$ cat src/rtl/ex_mem_skid_pkg.sv
`default_nettype none
// +----------------------------------------------------------------------+
// | Module   : ex_mem_skid_pkg                                            |
// | Purpose  : Shared widths, payload sizing and skid-buffer state type   |
// |            for the EX/MEM boundary register.                          |
// | Revision : 1.0 - initial release                                      |
// +----------------------------------------------------------------------+
package ex_mem_skid_pkg;

  // Default GPR address / data widths used across the pipeline.
  localparam int REG_ADDR_WIDTH_DEF = 5;
  localparam int REG_DATA_WIDTH_DEF = 32;

  // Occupancy of the two-entry skid buffer.
  typedef enum logic [1:0] {
    SKID_EMPTY = 2'd0,
    SKID_ONE   = 2'd1,
    SKID_FULL  = 2'd2
  } skid_state_e;

  // Packed payload: {addr, data, reg_en, hi, lo, hilo_wen}.
  function automatic int payload_width(input int aw, input int dw);
    return aw + dw + 1 + dw + dw + 1;
  endfunction

endpackage
`default_nettype wire

$ cat src/rtl/ex_mem_skid_pipe_skid_buf.sv
`default_nettype none
// +----------------------------------------------------------------------+
// | Module   : pipe_skid_buf                                              |
// | Purpose  : Generic two-entry valid/ready buffer with flush. Entry M   |
// |            drives the output, entry S absorbs one beat of            |
// |            back-pressure so upstream never loses data.               |
// | Revision : 1.0 - initial release                                      |
// +----------------------------------------------------------------------+
module pipe_skid_buf
  import ex_mem_skid_pkg::*;
#(
  parameter int WIDTH = 8
) (
  input  logic             clk,
  input  logic             rst_n,
  input  logic             flush,
  input  logic             in_valid,
  output logic             in_ready,
  input  logic [WIDTH-1:0] in_data,
  output logic             out_valid,
  input  logic             out_ready,
  output logic [WIDTH-1:0] out_data
);

  skid_state_e      state_q, state_d;
  logic [WIDTH-1:0] m_data_q, m_data_d;
  logic [WIDTH-1:0] s_data_q, s_data_d;
  logic             accept;
  logic             pop;

  // Handshake signals; in_ready depends only on state, never on out_ready.
  always_comb begin
    in_ready  = (state_q != SKID_FULL);
    out_valid = (state_q != SKID_EMPTY);
    out_data  = m_data_q;
    accept    = in_valid & in_ready;
    pop       = out_valid & out_ready;
  end

  // Next-state and payload steering; S only ever feeds M, keeping FIFO order.
  always_comb begin
    state_d  = state_q;
    m_data_d = m_data_q;
    s_data_d = s_data_q;
    case (state_q)
      SKID_EMPTY: begin
        if (accept) begin
          state_d  = SKID_ONE;
          m_data_d = in_data;
        end
      end
      SKID_ONE: begin
        if (accept && pop) begin
          m_data_d = in_data;
        end else if (accept) begin
          state_d  = SKID_FULL;
          s_data_d = in_data;
        end else if (pop) begin
          state_d  = SKID_EMPTY;
        end
      end
      SKID_FULL: begin
        if (pop) begin
          state_d  = SKID_ONE;
          m_data_d = s_data_q;
        end
      end
      default: state_d = SKID_EMPTY;
    endcase
    // Flush wins over everything; payload may go stale, validity cannot.
    if (flush) begin
      state_d = SKID_EMPTY;
    end
  end

  // State and payload registers with asynchronous clear.
  always_ff @(posedge clk or negedge rst_n) begin
    if (!rst_n) begin
      state_q  <= SKID_EMPTY;
      m_data_q <= '0;
      s_data_q <= '0;
    end else begin
      state_q  <= state_d;
      m_data_q <= m_data_d;
      s_data_q <= s_data_d;
    end
  end

endmodule
`default_nettype wire

$ cat src/rtl/ex_mem_skid.sv
`default_nettype none
// +----------------------------------------------------------------------+
// | Module   : ex_mem_skid                                                |
// | Purpose  : EX/MEM boundary register with valid/ready handshake,       |
// |            one-entry skid, flush, optional HI/LO bundle and a         |
// |            saturating back-pressure cycle counter.                    |
// | Revision : 1.0 - initial release                                      |
// +----------------------------------------------------------------------+
module ex_mem_skid
  import ex_mem_skid_pkg::*;
#(
  parameter int REG_ADDR_WIDTH = REG_ADDR_WIDTH_DEF,
  parameter int REG_DATA_WIDTH = REG_DATA_WIDTH_DEF,
  parameter bit HILO_EN        = 1'b1,
  parameter int CNT_WIDTH      = 16
) (
  input  logic                      clk,
  input  logic                      rst_n,
  input  logic                      flush,
  input  logic                      in_valid,
  output logic                      in_ready,
  input  logic [REG_ADDR_WIDTH-1:0] w_reg_addr_in,
  input  logic [REG_DATA_WIDTH-1:0] w_reg_data_in,
  input  logic                      w_reg_en_in,
  input  logic [REG_DATA_WIDTH-1:0] hi_regs_in,
  input  logic [REG_DATA_WIDTH-1:0] lo_regs_in,
  input  logic                      hilo_wen_in,
  output logic                      out_valid,
  input  logic                      out_ready,
  output logic [REG_ADDR_WIDTH-1:0] w_reg_addr_out,
  output logic [REG_DATA_WIDTH-1:0] w_reg_data_out,
  output logic                      w_reg_en_out,
  output logic [REG_DATA_WIDTH-1:0] hi_regs_out,
  output logic [REG_DATA_WIDTH-1:0] lo_regs_out,
  output logic                      hilo_wen_out,
  output logic [CNT_WIDTH-1:0]      stall_cycles
);

  localparam int PAYLOAD_W = payload_width(REG_ADDR_WIDTH, REG_DATA_WIDTH);

  logic [PAYLOAD_W-1:0]      pl_in;
  logic [PAYLOAD_W-1:0]      pl_out;
  logic [REG_DATA_WIDTH-1:0] hi_pack;
  logic [REG_DATA_WIDTH-1:0] lo_pack;
  logic                      hilo_wen_pack;
  logic [REG_ADDR_WIDTH-1:0] m_addr;
  logic [REG_DATA_WIDTH-1:0] m_data;
  logic                      m_reg_en;
  logic [REG_DATA_WIDTH-1:0] m_hi;
  logic [REG_DATA_WIDTH-1:0] m_lo;
  logic                      m_hilo_wen;
  logic [CNT_WIDTH-1:0]      stall_q, stall_d;

  // HI/LO bundle is either carried through or tied off at both ends.
  generate
    if (HILO_EN) begin : g_hilo
      assign hi_pack       = hi_regs_in;
      assign lo_pack       = lo_regs_in;
      assign hilo_wen_pack = hilo_wen_in;
      assign hi_regs_out   = m_hi;
      assign lo_regs_out   = m_lo;
      assign hilo_wen_out  = out_valid & m_hilo_wen;
    end else begin : g_no_hilo
      logic unused_hilo;
      assign unused_hilo   = ^{hi_regs_in, lo_regs_in, hilo_wen_in, m_hi, m_lo, m_hilo_wen};
      assign hi_pack       = '0;
      assign lo_pack       = '0;
      assign hilo_wen_pack = 1'b0;
      assign hi_regs_out   = '0;
      assign lo_regs_out   = '0;
      assign hilo_wen_out  = 1'b0;
    end
  endgenerate

  // Pack incoming fields into one vector for the generic buffer.
  always_comb begin
    pl_in = {w_reg_addr_in, w_reg_data_in, w_reg_en_in, hi_pack, lo_pack, hilo_wen_pack};
  end

  pipe_skid_buf #(
    .WIDTH (PAYLOAD_W)
  ) u_buf (
    .clk       (clk),
    .rst_n     (rst_n),
    .flush     (flush),
    .in_valid  (in_valid),
    .in_ready  (in_ready),
    .in_data   (pl_in),
    .out_valid (out_valid),
    .out_ready (out_ready),
    .out_data  (pl_out)
  );

  // Unpack entry M and gate the write enables with its validity.
  always_comb begin
    {m_addr, m_data, m_reg_en, m_hi, m_lo, m_hilo_wen} = pl_out;
    w_reg_addr_out = m_addr;
    w_reg_data_out = m_data;
    w_reg_en_out   = out_valid & m_reg_en;
  end

  // Stall counter next value: count MEM back-pressure, stop at all-ones.
  always_comb begin
    stall_d = stall_q;
    if (out_valid && !out_ready && (stall_q != {CNT_WIDTH{1'b1}})) begin
      stall_d = stall_q + CNT_WIDTH'(1);
    end
    stall_cycles = stall_q;
  end

  // Stall counter register; only reset clears it, flush does not.
  always_ff @(posedge clk or negedge rst_n) begin
    if (!rst_n) begin
      stall_q <= '0;
    end else begin
      stall_q <= stall_d;
    end
  end

endmodule
`default_nettype wire

$ cat config.mk
export PLATFORM = sky130hd
export DESIGN_NAME = ex_mem_skid
export DESIGN_NICKNAME = d
export VERILOG_FILES = /design/src/rtl/ex_mem_skid_pkg.sv /design/src/rtl/ex_mem_skid_pipe_skid_buf.sv /design/src/rtl/ex_mem_skid.sv
export SDC_FILE = /design/constraint.sdc
export NUM_CORES = 1
export LEC_CHECK = 0
export ABC_AREA = 1
export ABC_CLOCK_PERIOD_IN_PS = 1700
export BUFFER_PORTS_ARGS = -buffer_cell sky130_fd_sc_hd__buf_4
export CORE_ASPECT_RATIO = 0.6
export CORE_MARGIN = 5
export CORE_UTILIZATION = 55
export CTS_CLUSTER_DIAMETER = 40
export DETAILED_ROUTE_END_ITERATION = 10
export PLACE_DENSITY = 0.81
export SYNTH_ARGS = -nofsm -noshare
export SYNTH_HDL_FRONTEND = slang
export SYNTH_SLANG_ARGS = --single-unit
$ cat constraint.sdc
create_clock -name clk -period 1.7 [get_ports clk]
set_input_delay 0.17 -clock clk [delete_from_list [all_inputs] [get_ports clk]]
set_output_delay 0.17 -clock clk [all_outputs]
set_load 0.01 [all_outputs]
-- Yosys cells after proc, flatten, opt, wreduce, memory -nomap -nowiden
Index checks and enable logic that the tools add are counted.
- add/subtract/negate cells: 1
- equal/unequal tests: 11
- multiplexer cells: 11
- bitwise logic cells: 5
- reductions and logical operators: 10
- operator list (kind ; count):
    $mux 103 ; 3
    $pmux 103 s3 ; 1
    $add 16x1->16 const B ; 1
    $ne 16x16->1 const B ; 1
    $mux 2 ; 6
    $reduce_and 4->1 ; 2
    $ne 2x1->1 const B ; 3
    $ne 3x2->1 const B ; 2
    $pmux 2 s3 ; 1
    $and 1x1->1 ; 4
    $ne 4x2->1 const B ; 1
    $logic_and 1x1->1 ; 3
    $ne 3x3->1 const B ; 1
    $reduce_and 3->1 ; 1
    $reduce_bool 3->1 ; 1
    $eq 2x1->1 const B ; 1
    $eq 2x2->1 const B ; 1
    $logic_not 2->1 ; 1
    $ne 2x2->1 const B ; 1
    $reduce_bool 2->1 ; 1
    $logic_not 1->1 ; 1
    $not 1->1 ; 1
- register bits: 224
- input bits: 108
- output and inout port bits: 121
- word-level logic and storage cells: 42

-- Logic depth before layout (Yosys ltp)
Gate-level depths: netlist (run 1).
- depth in word-level cells: 7
- depth in mapped cells: 10
- gate-level depth less buffers: 9

-- Modules after synthesis
A second synthesis (run 1) with hierarchy kept.
- cell total of the unflattened synthesis: 1288
- area, all modules: 10141.0 um^2
- by module, submodules not included (module ; times used ; cells each ; area each (um^2) ; sequential area each (um^2)):
    pipe_skid_buf ; 1 ; 1129 ; 9071.2 ; 5205.0
    ex_mem_skid ; 1 ; 159 ; 1069.8 ; 400.4

-- Least setup slack after synthesis (run 1)
OpenSTA, ideal clock, no wires.
- path kind: register to register
- from: register stall_q[0] (netlist: stall_cycles[0])
- to: register stall_q[10] (netlist: stall_cycles[10])
- library setup time: 0.117 ns
- data arrival time: 1.446 ns
- data required time: 1.583 ns
- setup slack: 0.137 ns
- cell stages (with the launch flop): 10
- path buffers: 1
- period minus slack after synthesis: 1.563 ns
- cell sequence: dfrtp_1 -> ha_1 -> nand2_1 -> nor2_1 -> nand2_1 -> nor2_1 -> nor2_1 -> clkbuf_1 -> nand2_1 -> nand2_1
- longest elaborated chain between the ends: 2
- elaborated cells on any way between the ends: 3
- those cells by class: add/sub (1); eq/ne (1); reduce/logical (1)
- RTL lines (item ; line ; source):
    from (decl) ; ex_mem_skid.sv:52 ; logic [CNT_WIDTH-1:0] stall_q, stall_d;
    from (signal assigned) ; ex_mem_skid.sv:116 ; stall_q <= stall_d;
    parallel branches: the longest is 2 deep, another holds $add 16x1->16 ; n/a ;
Parallel ways; which one is timed is not known.
A chain may end at the register's enable or synchronous reset.

-- Final worst setup path (run 1)
- from: register u_buf.state_q[0]
- to: output hilo_wen_out
- longest elaborated chain between the ends: 2
- RTL lines (item ; line ; source):
    from (decl) ; ex_mem_skid_pipe_skid_buf.sv:25 ; skid_state_e state_q, state_d;
    from (signal assigned) ; ex_mem_skid_pipe_skid_buf.sv:83 ; state_q <= state_d;
    $reduce_bool 2->1 ; ex_mem_skid_pipe_skid_buf.sv:34 ; out_valid = (state_q != SKID_EMPTY);
    $and 1x1->1 ; ex_mem_skid.sv:62 ; assign hilo_wen_out = out_valid & m_hilo_wen;
    to (decl) ; ex_mem_skid.sv:35 ; output logic hilo_wen_out,
Every way passes these cells.

==> flow_summary.yaml, run 1 <==
outcome:
  outcome: "completed"
logic_synthesis:
  yosysUniqueCellTypes: 22
  synthArstFlopShare: 1.000
  yosysMostFrequentCell: "nand2_1"
  syn_area_mm2: 0.01055
  yosysTopAreaCell: "dfrtp_1"
  synthTopCellsByCount: "nand2_1 (334), dfrtp_1 (224), o21ai_0 (202)"
  ys_ff_latch: 224
  synth_cells: 1279
  ys_seq_area_frac: 0.5312
  ys.flop_type: "dfrtp_1"
  yosysWarnings: 0
  synth_top_area_frac: 0.5312
  synth_edf_count: 0
  synth.area.top_cells: "dfrtp_1 (53%), nand2_1 (12%), o21ai_0 (9.6%), buf_4 (7.3%), inv_1 (4.3%)"
  synth_area_per_cell_um2: 8.250
  syn_nets: 1388
detailed_routing:
  antenna_left: 0
  wl_um: 28570
  route.detailed.drc: 0
  drtIter0Drc: 860
  dr_total_vias: 9271
  avgViaCountPerCell: 5.280
  first_pass_iters: 7
  avgRoutedWirePerCell_um: 16.27
cells_and_area:
  drive_above_1_share: 0.2040
  antenna_cells: 0
  design_area_mm2: 0.01381
  utilization: 0.7292
  area_growth_pct: 30.86
  fin_nets: 1602
timing:
  whs_ns: 0.01117
  setup_ws_ns: 0.04625
  max_freq_mhz: 604.7
  period_minus_slack_ns: 1.654
  setup_viol_count_final: 0
  rsz0062_at_grt: "yes"
  worst_clock_skew_ns: 0.01055
  worst_slew_pin_slew_ns: 0.5765
  relSlewSlack: 0.6157
  period_share: 0.9728
  maxSlewViolCount: 0
  hold_viol_final: 0
critical_path:
  cp.required_ns: 1.53
  rr_worst_depth: 7
  cpMostUsedCell: "buf_4"
  timing.rr.start: "stall_cycles[7]"
  reg2reg_setup_slack_ns: 0.08
  r2r-end: "stall_cycles[15]"
  cp-start-kind: "register"
  end_kind: "primary output"
  crit_arrival_ns: 1.48
  worstPathCellList: "buf_4 -> nor2_2 -> buf_4 -> nor2_1 -> buf_4"
  worst-setup-path-type: "register to primary output"
  critical_path.max_fanout: 3
  max_stage_delay_ns: 0.39
  cp_slowest_cell: "dfrtp_1"
cts:
  clkTransAtPathRegs_ns: 0.07
  cts.sinks: 224
  post-cts-setup-buffers: 0
  cts_buffers: 24
  clock_path_buffers: 3
  insertion_delay_ns: 0.50
  cts_tree: "done"
  htreeDepth: 1
  root_buffer: "clkbuf_16"
die:
  coreArea_mm2: 0.01893
  io_pins: 229
  fp.dieArea_mm2: 0.02214
  die_h_um: 117.3
  die_w_um: 188.8
  row_count: 39
  initial_core_util: 0.5573
grt:
  grt_max_degree: 135
  track_usage: 0.2526
  grt_pass1_wl_um: 45880
  grt.overflow.total: 0
  antenna_found_initial: 0
  grt_pass1_vias: 9113
placement:
  pre_cts_ws_ns: 0.1828
  portBuffers: 228
  postPlaceCellArea_mm2: 0.01184
  hpwl_um: 17050
  gp_congestion: 0.8217
min_path:
  hp-start: "hi_regs_in[17]"
  hold_end: "u_buf.s_data_q[50]"
  hold_class: "input pin to register"
  hold_depth: 3
flow_run:
  max_cap_violations: 0
pwr:
  p_total_mw: 18.20
  leakagePower_nw: 7.007
  max-vdd-ir-drop_v: 0.0008603
  power.density_mw_per_mm2: 1318
## worst max-delay path by stage
stage	startpoint	to	slack, ns
finish	u_buf.state_q[0]	hilo_wen_out	0.05
detailed placement	u_buf.state_q[1]	u_buf.out_data[11]	0.18
CTS	u_buf.state_q[0]	w_reg_en_out	0.02
global placement	u_buf.state_q[1]	u_buf.out_data[33]	0.26
floorplan	stall_cycles[0]	stall_cycles[10]	0.14
global route	u_buf.state_q[0]	w_reg_en_out	-0.01
## placed cells by master, fill, tap and decap left out, drive strengths merged, types with 33 or more instances in the layout
cell         count
buf            257
dfrtp          224
nand3           59
a31oi           50
clkbuf          33
nor2            76
dlygate4sd3    105
o21ai          217
inv            128
nand2          337
## registers in the layout, indices dropped and copies added, names as in the netlist
register	flops
u_buf.out_data	103
u_buf.s_data_q	103
stall_cycles	16
u_buf.state_q	2
## power breakdown
part | internal, mW | total [mW] | leakage [nW] | switching [mW]
sequential | 6.95 | 7.93 | 2.73 | 0.989
clock | 3.49 | 5.70 | 0.419 | 2.20
combinational | 2.14 | 4.57 | 3.86 | 2.42
## logic make-up after synthesis
group                      Yosys count  synth area share
xor gates and xnor gates             6          0.004980
adders and majority gates            1          0.001186
and+or+nand+nor                    477            0.1785
AOI/OAI and AO/OA                  270            0.1345
DFF                                224            0.5312
buffers and inverters              301            0.1496
## through the flow
| stage | std cells | setup TNS [ns] |
|---|---|---|
| floorplan | 1279 | 0 |
| detailed placement | 1607 | 0 |
| global route | 1756 | -0.01890 |
| global placement | 1607 | 0 |
| finish | 1756 | 0 |
| CTS | 1755 | 0 |
## critical path: cells and delay by family, from the launching register on
family,cells,cell delay (ns)
buffers and inverters,3,0.42
and+or+nand+nor,2,0.17
DFF,1,0.39
## layer usage
metal | wire length (µm) | vias to the layer above | track usage
li1 | - | 4405 | -
met3 | 2268 | 53 | 0.04505
met1 | 12170 | 4426 | 0.3436
met4 | 623 | 0 | 0.05774
met2 | 13510 | 387 | 0.4330
met5 | 0 | - | 0
## what timing repair did
item | in CTS | in global routing
cloned | 0 | 1
endpoints found under the setup margin | 3 | 5
hold buffers | 105 | 0
hold endpoints to repair | 207 | 0
resized for setup | 2 | 3
## cell type report
cell class | count | area (µm²)
tap | 246 | 307.8
multi-input combinational | 754 | 3395
clock inverter | 11 | 175.2
fill | 1334 | 5126
sequential | 224 | 5607
inverter | 126 | 474.2
clock buffer | 32 | 691.9
timing repair buffer | 363 | 3157
No activity file was read; power rests on OpenSTA's default activity.
==> run 2: changes to the inputs <==
--- a/config.mk
+++ b/config.mk
@@ -7,13 +7,14 @@
 export LEC_CHECK = 0
 export ABC_AREA = 1
 export ABC_CLOCK_PERIOD_IN_PS = 1700
-export BUFFER_PORTS_ARGS = -buffer_cell sky130_fd_sc_hd__buf_4
 export CORE_ASPECT_RATIO = 0.6
 export CORE_MARGIN = 5
 export CORE_UTILIZATION = 55
 export CTS_CLUSTER_DIAMETER = 40
 export DETAILED_ROUTE_END_ITERATION = 10
-export PLACE_DENSITY = 0.81
+export DONT_BUFFER_PORTS = 1
+export PLACE_DENSITY = 0.7
+export SLEW_MARGIN = 20
 export SYNTH_ARGS = -nofsm -noshare
 export SYNTH_HDL_FRONTEND = slang
 export SYNTH_SLANG_ARGS = --single-unit
==> run 2 against run 1 <==
Non-clock buffer count shrank 222. The run now ends with negative hold slack left. Critical path depth down 1. Global-route usage shrank 4.1 points. Power is 5.3% lower. Clock-buffer cell count up 2. Register-to-register slack better by 0.03 ns. Highest routed layer unchanged. Clock skew rose by 0.0026 ns. Final cell count down 12%. Maximum frequency grew 2.5%. Clock power increased by 7.9%.
==> flow_summary.yaml, run 2 (synthesis results as in run 1) <==
outcome:
  outcome: "complete, but fails checks"
  violations: "negative hold slack"
detailed_routing:
  dr_total_vias: 8077
  first_pass_iters: 5
  avgRoutedWirePerCell_um: 16.13
  route.detailed.drc: 0
  antenna_left: 0
  drtIter0Drc: 671
  wl_um: 24890
  avgViaCountPerCell: 5.235
grt:
  antenna_found_initial: 1
  track_usage: 0.2118
  grt_pass1_wl_um: 38730
  grt_pass1_vias: 7501
  grt.overflow.total: 0
  grt_max_degree: 225
cells_and_area:
  fin_nets: 1383
  fillers: 1547
  final_common_cell: "nand2_1"
  drive_above_1_share: 0.07336
  final_cell_mix: "nand2_1 (333), dfrtp_1 (223), o21ai_0 (202), inv_1 (122), dlygate4sd3_1 (106)"
  area_growth_pct: 15.96
timing:
  period_minus_slack_ns: 1.613
  tns_ns: 0
  relSlewSlack: 0.6036
  maxSlewViolCount: 0
  setup_viol_count_final: 0
  max_freq_mhz: 620.0
  setup_ws_ns: 0.08716
  worst_slew_pin_slew_ns: 0.5945
  rsz0062_at_grt: "yes"
  whs_ns: -0.6572
  hold_viol_final: 224
  worst_clock_skew_ns: 0.01313
  period_share: 0.9487
pwr:
  leakagePower_nw: 5.990
  max-vdd-ir-drop_v: 0.0009667
  power.density_mw_per_mm2: 1408
  p_total_mw: 17.23
critical_path:
  cp_slowest_cell: "dfrtp_1"
  cp.required_ns: 1.53
  cp-start-kind: "register"
  max_stage_delay_ns: 0.35
  crit_buf_inv: 2
  cpMostUsedCell: "buf_4"
  crit_arrival_ns: 1.44
  end_kind: "primary output"
  crit_family: "flip-flops"
  worstPathCellList: "buf_4 -> nor2_2 -> buf_4 -> nor2_1"
  worst-setup-path-type: "register to primary output"
  critical_path.max_fanout: 3
  startpoint: "u_buf.state_q[0]"
  timing.rr.start: "u_buf.state_q[1]"
cts:
  htreeDepth: 1
  cts.sinks: 224
  clkTransAtPathRegs_ns: 0.06
  post-cts-setup-buffers: 0
  cts_hold_buf: 106
  clock_path_buffers: 3
  cts_buffers: 27
  cts_tree: "done"
  root_buffer: "clkbuf_16"
  insertion_delay_ns: 0.52
die:
  initial_core_util: 0.5573
  die_h_um: 117.3
  coreArea_mm2: 0.01893
  die_w_um: 188.8
  fp.dieArea_mm2: 0.02214
  row_count: 39
  io_pins: 229
flow_run:
  max_cap_violations: 0
placement:
  pre_cts_ws_ns: 0.07229
  portBuffers: 0
  gp_congestion: 0.8369
  hpwl_um: 14630
min_path:
  hold_class: "input pin to asynchronous set/reset pin"
==> run 2: area by class of cell <==
class                   count  area, µm²  area share
inverters                 126      478.0     0.03906
multi-input cells         754       3400      0.2778
flip-flops and latches    224       5607      0.4582
repair buffers            141       1459      0.1192
well taps                 246      307.8     0.02516
clock buffers              34      752.0     0.06146
diodes                      2      5.005   0.0004090
clock inverters            16      227.7     0.01861
==> run 2: final timing paths <==
path                                       to  depth (start not counted)  slack, ns
min in group clk             u_buf.state_q[0]                          4       0.05
max reg2reg                u_buf.out_data[80]                          6       0.11
min reg2reg                u_buf.s_data_q[75]                          2       0.48
min                           stall_cycles[1]                          0      -0.66
max in group asynchronous    u_buf.state_q[1]                          0       1.95
max                              w_reg_en_out                          4       0.09
==> run 2: through the flow <==
| stage | cell area (µm²) | hold WS (ns) | cells | util |
|---|---|---|---|---|
| 2_1_floorplan | 10550 | -0.1256 | 1279 | - |
| 3_3_place_gp | 10090 | -0.1208 | 1382 | 0.5331 |
| 3_5_place_dp | 10090 | -0.1218 | 1382 | 0.5331 |
| 4_1_cts | 12130 | -0.6811 | 1538 | 0.6409 |
| 5_1_grt | 12230 | -0.6887 | 1542 | 0.6461 |
| 6_report | 12240 | -0.6572 | 1543 | 0.6462 |
==> run 2: repair_timing <==
item	CTS	global route
resized for setup	0	7
endpoints found under the hold margin	434	224
endpoints found under the setup margin	0	121
==> run 2: power by group <==
part           internal, mW  switching [mW]  total [mW]  leakage (nW)
logic                  1.21            1.58        2.79          2.77
registers              6.95            1.35        8.29          2.73
clock network          3.80            2.35        6.15         0.483
total                  12.0            5.28        17.2          5.99
==> run 2: metal layers <==
metal | vias up | global-route usage | routed length [µm]
li1 | 3982 | - | -
met1 | 3790 | 0.2977 | 11240
met2 | 272 | 0.3208 | 10890
met3 | 33 | 0.07321 | 2290
met4 | 0 | 0.05143 | 465
met5 | - | 0 | 0
